===== src/rtl/inc_scheduler_pkg.sv =====
// Shared types and defaults for the increment scheduler and its clients.
// The tick defaults are also used by the prescaler configuration.
package inc_scheduler_pkg;

  typedef enum logic [1:0] {
    IDLE   = 2'd0,
    ARM    = 2'd1,
    HOLD   = 2'd2,
    REPEAT = 2'd3
  } state_e;

  localparam int DEFAULT_DLY_TICKS = 32'd8;
  localparam int DEFAULT_REP_TICKS = 32'd2;

  // Index following idx in a ring of n entries.
  function automatic int wrap_next(input int idx, input int n);
    return ((idx + 32'd1) >= n) ? 32'd0 : (idx + 32'd1);
  endfunction

endpackage


===== src/rtl/inc_scheduler_rr_pick.sv =====
// Combinational round-robin picker: the first set req bit at or after ptr,
// wrapping to the lowest set bit below ptr when none is found at or above it.
module rr_pick #(
  parameter int DIGITS = 2,
  localparam int PW = (DIGITS > 1) ? $clog2(DIGITS) : 1
) (
  input  logic [DIGITS-1:0] req,
  input  logic [PW-1:0]     ptr,
  output logic [DIGITS-1:0] grant,
  output logic [PW-1:0]     idx
);

  localparam logic [DIGITS-1:0] ONE_HOT_0 = DIGITS'(1);

  logic          hi_found_s, lo_found_s;
  logic [PW-1:0] hi_idx_s, lo_idx_s;

  // Descending scan so the lowest matching index in each half is kept.
  always_comb begin
    hi_found_s = 1'b0;
    lo_found_s = 1'b0;
    hi_idx_s   = {PW{1'b0}};
    lo_idx_s   = {PW{1'b0}};
    for (int j = DIGITS - 1; j >= 0; j--) begin
      if (req[j]) begin
        if (PW'(j) >= ptr) begin
          hi_found_s = 1'b1;
          hi_idx_s   = PW'(j);
        end else begin
          lo_found_s = 1'b1;
          lo_idx_s   = PW'(j);
        end
      end else begin
        hi_found_s = hi_found_s;
      end
    end
  end

  // Winner selection and one-hot encoding.
  always_comb begin
    idx = hi_found_s ? hi_idx_s : lo_idx_s;
    if (hi_found_s || lo_found_s) begin
      grant = ONE_HOT_0 << idx;
    end else begin
      grant = {DIGITS{1'b0}};
    end
  end

endmodule


===== src/rtl/inc_scheduler.sv =====
// Round-robin increment scheduler with press-and-hold auto-repeat: turns held
// button levels and prescaler ticks into one-hot, one-cycle increment pulses.
module inc_scheduler
  import inc_scheduler_pkg::*;
#(
  parameter int DIGITS    = 2,
  parameter int DLY_TICKS = DEFAULT_DLY_TICKS,
  parameter int REP_TICKS = DEFAULT_REP_TICKS
) (
  input  logic              clk,
  input  logic              rst_n,
  input  logic [DIGITS-1:0] req,
  input  logic              tick,
  output logic [DIGITS-1:0] inc,
  output logic              repeating,
  output logic              busy
);

  localparam int PW = (DIGITS > 1) ? $clog2(DIGITS) : 1;
  localparam int HW = (DLY_TICKS > 1) ? $clog2(DLY_TICKS) : 1;
  localparam int RW = (REP_TICKS > 1) ? $clog2(REP_TICKS) : 1;
  localparam logic [HW-1:0] HOLD_LAST = HW'(DLY_TICKS - 1);
  localparam logic [HW-1:0] HOLD_ONE  = HW'(1);
  localparam logic [RW-1:0] REP_LAST  = RW'(REP_TICKS - 1);
  localparam logic [RW-1:0] REP_ONE   = RW'(1);

  state_e            state_r, state_s;
  logic [DIGITS-1:0] req_q_r, inc_r, inc_s, grant_s;
  logic [PW-1:0]     ptr_r, ptr_s, win_idx_s;
  logic [HW-1:0]     hold_cnt_r, hold_cnt_s;
  logic [RW-1:0]     rep_cnt_r, rep_cnt_s;
  logic              repeating_r, busy_r;
  logic              any_req_s, new_press_s, issue_s;

  assign any_req_s   = |req;
  assign new_press_s = |(req & ~req_q_r);

  rr_pick #(.DIGITS(DIGITS)) u_rr_pick (
    .req   (req),
    .ptr   (ptr_r),
    .grant (grant_s),
    .idx   (win_idx_s)
  );

  // Next-state, counter and issue decisions; a full release overrides everything.
  always_comb begin
    state_s    = state_r;
    hold_cnt_s = hold_cnt_r;
    rep_cnt_s  = rep_cnt_r;
    issue_s    = 1'b0;
    if (!any_req_s) begin
      state_s    = IDLE;
      hold_cnt_s = {HW{1'b0}};
      rep_cnt_s  = {RW{1'b0}};
    end else begin
      case (state_r)
        IDLE: state_s = ARM;
        ARM: begin
          if (tick) begin
            issue_s    = 1'b1;
            hold_cnt_s = {HW{1'b0}};
            state_s    = HOLD;
          end else begin
            state_s = ARM;
          end
        end
        HOLD: begin
          if (new_press_s) begin
            state_s = ARM;
          end else if (tick) begin
            if (hold_cnt_r == HOLD_LAST) begin
              state_s   = REPEAT;
              rep_cnt_s = {RW{1'b0}};
            end else begin
              hold_cnt_s = hold_cnt_r + HOLD_ONE;
            end
          end else begin
            state_s = HOLD;
          end
        end
        REPEAT: begin
          if (new_press_s) begin
            state_s = ARM;
          end else if (tick) begin
            if (rep_cnt_r == REP_LAST) begin
              issue_s   = 1'b1;
              rep_cnt_s = {RW{1'b0}};
            end else begin
              rep_cnt_s = rep_cnt_r + REP_ONE;
            end
          end else begin
            state_s = REPEAT;
          end
        end
        default: state_s = IDLE;
      endcase
    end
  end

  // Issue pulse and pointer advance past the winner.
  always_comb begin
    if (issue_s) begin
      inc_s = grant_s;
      ptr_s = PW'(wrap_next(int'(win_idx_s), DIGITS));
    end else begin
      inc_s = {DIGITS{1'b0}};
      ptr_s = ptr_r;
    end
  end

  // State, counters and registered outputs.
  always_ff @(posedge clk or negedge rst_n) begin
    if (!rst_n) begin
      state_r     <= IDLE;
      req_q_r     <= {DIGITS{1'b0}};
      ptr_r       <= {PW{1'b0}};
      hold_cnt_r  <= {HW{1'b0}};
      rep_cnt_r   <= {RW{1'b0}};
      inc_r       <= {DIGITS{1'b0}};
      repeating_r <= 1'b0;
      busy_r      <= 1'b0;
    end else begin
      state_r     <= state_s;
      req_q_r     <= req;
      ptr_r       <= ptr_s;
      hold_cnt_r  <= hold_cnt_s;
      rep_cnt_r   <= rep_cnt_s;
      inc_r       <= inc_s;
      repeating_r <= (state_s == REPEAT);
      busy_r      <= (state_s != IDLE);
    end
  end

  assign inc       = inc_r;
  assign repeating = repeating_r;
  assign busy      = busy_r;

endmodule


===== config.mk =====
export PLATFORM = sky130hd
export DESIGN_NAME = inc_scheduler
export DESIGN_NICKNAME = d
export VERILOG_FILES = /design/src/rtl/inc_scheduler_pkg.sv /design/src/rtl/inc_scheduler_rr_pick.sv /design/src/rtl/inc_scheduler.sv
export SDC_FILE = /design/constraint.sdc
export NUM_CORES = 1
export LEC_CHECK = 0
export ABC_AREA = 1
export CAP_MARGIN = 15
export CORE_AREA = 4 4 41 43
export CTS_CLUSTER_DIAMETER = 120
export DETAILED_ROUTE_END_ITERATION = 6
export DIE_AREA = 0 0 45 47
export PLACE_DENSITY = 0.68
export SLEW_MARGIN = 20
export SYNTH_ARGS = -nofsm -noshare
export SYNTH_HDL_FRONTEND = slang
export SYNTH_SLANG_ARGS = --single-unit
export TNS_END_PERCENT = 1

===== constraint.sdc =====
create_clock -name clk -period 1.4 [get_ports clk]
set_clock_uncertainty 0.05 [all_clocks]
set_input_delay 0.21 -clock clk [delete_from_list [all_inputs] [get_ports clk]]
set_output_delay 0.21 -clock clk [all_outputs]
set_load 0.03 [all_outputs]

==> impl_metrics.env <==
export IMPL_path_delay_family="flip-flops"
export IMPL_postSynthAreaPerCell_um2=8.49
export IMPL_synth_seq_cells=13
export IMPL_crit_fanout=3
export IMPL_max_clock_path_buffers=2
export IMPL_hpwl_um=846
export IMPL_die_y_um=47
export IMPL_diodes=0
export IMPL_wirelength_um=1200
export IMPL_drcViolationCount=0
export IMPL_syn_to_final_growth_pct=27.7
export IMPL_synth_nets=82
export IMPL_clkTransAtPathRegs_ns=0.08
export IMPL_leakagePower_nw=0.427
export IMPL_finalCritPeriodShare_pct=94.8
export IMPL_fmax_mhz=753
export IMPL_critPathMaxStageDelay_ns=0.41
export IMPL_dieWidth_um=45
export IMPL_grt_setup_unrepaired="true"
export IMPL_synthFlopType="dfrtp_1"
export IMPL_top_layer="met4"
export IMPL_cts_buffers=3
export IMPL_place_ws_ns=-0.0713
export IMPL_syn_area_um2=637
export IMPL_drive_gt1_share_pct=26.1
export IMPL_postRouteAntennaNets=0
export IMPL_ir_worst_vdd_v=0.000849
export IMPL_rows=13
export IMPL_gp_congestion=0.830
export IMPL_setup_ws_ns=0.0724
export IMPL_hp_class="in2async"
export IMPL_antenna_found_initial=0
export IMPL_met3_length_um=49
export IMPL_slowest_stage="dfrtp_1"
export IMPL_finalCriticalPeriod_ns=1.33
export IMPL_post_dp_cell_area_um2=766
export IMPL_critPathLaunchType="flop"
export IMPL_synth_top_area_share_pct=51.1
export IMPL_met2_wirelength_um=524
export IMPL_finalNonFillerCells=107
export IMPL_drt_iter0_drc=6
export IMPL_die_area_um2=2120
export IMPL_crit_type="reg2reg"
export IMPL_slew_violations=0
export IMPL_required_ns=1.50
export IMPL_status="completed"
export IMPL_vias=510
export IMPL_nNetsFinal=100
export IMPL_tritoncts="built"
export IMPL_cap_violations=0
export IMPL_synth_top_area_cell="dfrtp_1"
export IMPL_power_density_nw_per_um2=1090
export IMPL_io_pins=9
export IMPL_numPlacedInstances=102
export IMPL_start_util_pct=48.9
export IMPL_post_drt_wl_per_cell_um=11.2
export IMPL_slew_headroom_pct=79.7
export IMPL_final_area_um2=813
export IMPL_tightest_slew_ns=0.305
export IMPL_clock_tree_root_cell="clkbuf_4"
export IMPL_cp_end_kind="flop"
export IMPL_yosysSeqAreaShare_pct=51.1
export IMPL_total_power_mw=0.883
export IMPL_yosys_cell_types_count=16
export IMPL_wl_met1_um=609
export IMPL_drtPass1Iterations=4
export IMPL_path_buf_inv=1
export IMPL_cp_arrival_ns=1.42
export IMPL_portBuffers=8
export IMPL_synth_most_common_cell="nand2_1"
export IMPL_clkLatencyLatePin_ns=0.27
export IMPL_core_area_um2=1300
export IMPL_setup_viol=0
export IMPL_cts_sinks=13
export IMPL_finalHoldViolCount=0
export IMPL_gr_total_overflow=0
export IMPL_worstPathCellList="ha_2 > ha_4 > buf_4 > a21oi_2 > a31oi_1"
export IMPL_htree_levels=1
export IMPL_synth_edf_count=0
export IMPL_tns_ns=0
export IMPL_async_flop_share_pct=100
export IMPL_first_global_vias=473
export IMPL_grt_use_total_pct=14.1
export IMPL_syn_inst=75
export IMPL_synth_area_leaders="dfrtp_1 (51%), nand2_1 (15%), nand2_2 (4.9%)"
export IMPL_grt_max_degree=14
export IMPL_synth_commonest_cells="nand2_1 (25), dfrtp_1 (13), inv_1 (6)"
export IMPL_grt_pass1_wl_um=2100
export IMPL_viasPerCell=4.77
export IMPL_ys_warn_count=0
==> timing repair <==
action,CTS,global route
hold buffers,0,0
buffers inserted,0,1
cloned,0,0
endpoints found under the setup margin,4,4
pin swaps,0,2
gates resized for setup,4,5
==> worst register-to-register path, stage by stage, from the launching register on <==
cell,delay (ns)
dfrtp_1,0.41
ha_2,0.21
ha_4,0.16
buf_4,0.13
a21oi_2,0.14
a31oi_1,0.11
==> layer usage <==
layer	up-vias	track usage, %
met3	2	2.30
met2	6	19.8
met4	0	8.77
met5	-	0
li1	270	-
met1	232	20.0
==> through the flow <==
stage / hold WS, ns / utilization, %
2_1_floorplan: -0.136 / -
3_3_place_gp: 0.404 / 58.8
3_5_place_dp: 0.408 / 58.8
4_1_cts: 0.182 / 60.5
5_1_grt: 0.203 / 62.5
6_report: 0.187 / 62.5
==> registers in the layout, indices dropped and copies added, names as in the netlist <==
register    cells
inc             2
ptr_r           1
req_q_r         2
rep_cnt_r       1
state_r         2
busy            1
hold_cnt_r      3
repeating       1
==> final timing paths <==
| kind | start | to | slack (ns) | depth (start not counted) |
|---|---|---|---|---|
| setup / recovery | hold_cnt_r[0]$_DFFE_PN0P_ | state_r[0]$_DFF_PN0_ | 0.07 | 5 |
| hold / removal | rst_n | inc[0]$_DFF_PN0_ | 0.19 | 2 |
| setup reg to reg | hold_cnt_r[0]$_DFFE_PN0P_ | state_r[0]$_DFF_PN0_ | 0.07 | 5 |
| hold reg to reg | ptr_r$_DFFE_PN0P_ | ptr_r$_DFFE_PN0P_ | 0.43 | 2 |
| max in group asynchronous | rst_n | repeating$_DFF_PN0_ | 0.95 | 2 |
| min in group clk | ptr_r$_DFFE_PN0P_ | ptr_r$_DFFE_PN0P_ | 0.43 | 2 |
==> where the power goes <==
part | total, mW | switching [mW] | internal, mW
combinational | 0.201 | 0.125 | 0.0758
clock | 0.228 | 0.118 | 0.110
sequential | 0.454 | 0.0347 | 0.419
total | 0.883 | 0.278 | 0.605
==> cell usage in the layout, fill, tap and decap left out, drive strengths merged <==
| master | n |
|---|---|
| o211ai | 1 |
| o21ai | 1 |
| inv | 9 |
| clkbuf | 4 |
| a21oi | 2 |
| nor3 | 2 |
| clkdlybuf4s50 | 4 |
| dfrtp | 13 |
| nor2 | 7 |
| ha | 2 |
| dlygate4sd2 | 4 |
| a31oi | 1 |
| nand2 | 30 |
| buf | 5 |
| nand3 | 7 |
==> layout make-up <==
| cell class | instances | area, um2 |
|---|---|---|
| Tap cell | 15 | 18.8 |
| Clock buffer | 4 | 26.3 |
| Timing Repair Buffer | 13 | 113 |
| Fill cell | 121 | 488 |
| Sequential cell | 13 | 325 |
| Inverter | 9 | 36.3 |
| Multi-Input combinational cell | 53 | 294 |
==> cells by family after synthesis <==
family,Yosys count,synth area share [%]
buffers and inverters,9,5.70
adder cells (fa/ha/maj),2,3.93
AO/OA/AOI/OAI,5,4.52
flip-flops,13,51.1
AND/OR/NAND/NOR,46,34.8
Note: power is estimated with default switching activity, not from simulation.
==> RTL change, RTL diff (config.mk and constraints unchanged) <==
`DIGITS` is set to 2 in 2 places; all go to 4.
--- a/src/rtl/inc_scheduler_rr_pick.sv
+++ b/src/rtl/inc_scheduler_rr_pick.sv
@@ -1,7 +1,7 @@
 // Combinational round-robin picker: the first set req bit at or after ptr,
 // wrapping to the lowest set bit below ptr when none is found at or above it.
 module rr_pick #(
-  parameter int DIGITS = 2,
+  parameter int DIGITS = 4,
   localparam int PW = (DIGITS > 1) ? $clog2(DIGITS) : 1
 ) (
   input  logic [DIGITS-1:0] req,
--- a/src/rtl/inc_scheduler.sv
+++ b/src/rtl/inc_scheduler.sv
@@ -3,7 +3,7 @@
 module inc_scheduler
   import inc_scheduler_pkg::*;
 #(
-  parameter int DIGITS    = 2,
+  parameter int DIGITS    = 4,
   parameter int DLY_TICKS = DEFAULT_DLY_TICKS,
   parameter int REP_TICKS = DEFAULT_REP_TICKS
 ) (
Interface: changed (resized inc and req); port bits go from 9 to 13. No check against the original RTL was run, so the function may have changed too.
==> RTL change against the unedited design <==
- the flow now stops in 5_1_grt
- area after synthesis grew 48%
==> RTL change: results (changes against the unedited design) <==
[status]
status=aborted with a tool error
stop_stage=5_1_grt
stop_error=[ERROR DPL-0038] Utilization greater than 100%, impossible to legalize

[sta]
worst_endpoint=ptr_r[1]$_DFFE_PN0P_/D
worst_endpoint_kind=register input

[synthesis]
avgSynthCellArea_sq_um=8.621  ; +1.5%
synth-seq-cells=18  ; +5
netlist_top_cells_count=nand2_1, dfrtp_1, inv_1, nor2_1, nand3_1
muxShareOfSynthArea=0  ; unchanged
synth_fa_ha_area_frac=0.07989  ; +0.04060
synthArstFlopShare=1.000  ; unchanged
synth_flop_cell=dfrtp_1
synth_top_family_by_area=simple AND/OR/NAND/NOR gates
ys_warn_count=0  ; unchanged
synth_fp_nets=122  ; +49%
synth_xor_area_frac=0  ; unchanged
synth_cell_types=21  ; +5
synth-compound-area-share=0.07590  ; +0.03071
seq_area_frac_synth=0.4794  ; -0.03144
yosys-top-cells-area=dfrtp_1, nand2_1, ha_1

[placement]
dp_hpwl_microns=1581  ; +87%
gp_congestion=0.8203  ; -1.1%
place_ws_ps=-530.8  ; -459.5 ps
dp.cells=143  ; +40%
port_buffers=12  ; +4

[clock_network]
htree_num_levels=1  ; unchanged
cts_buffers=3  ; unchanged
cts_root_buffer=clkbuf_4
clockBufferDepth=2  ; unchanged

[global_routing]
grt_max_degree=19

==> RTL change: cell count changes after synthesis, sizes merged, moves of 2 or more <==
cell    before  now
o21ai        1    3
nor3         2    0
ha           2    6
nand4        0    5
nand2       30   26
dfrtp       13   18
inv          9   18
a21oi        2    6
nand3b       0    2
nor2         7   13
==> RTL change: repair_timing <==
action | CTS
buffers inserted | 2
pin swaps | 1
setup endpoints to repair | 15
resized for setup | 11
cloned | 0
==> RTL change: kinds of logic after synthesis <==
| logic type | after synthesis |
|---|---|
| AND/OR/NAND/NOR | 54 |
| buffers and inverters | 19 |
| flip-flops | 18 |
| AO/OA/AOI/OAI | 12 |
| adder cells (fa/ha/maj) | 6 |
==> RTL change: stage by stage <==
stage               hold slack, ps  area [sq um]
CTS                          168.8          1192
detailed placement           458.3          1131
global placement             438.6          1131
floorplan                   -135.6         943.4
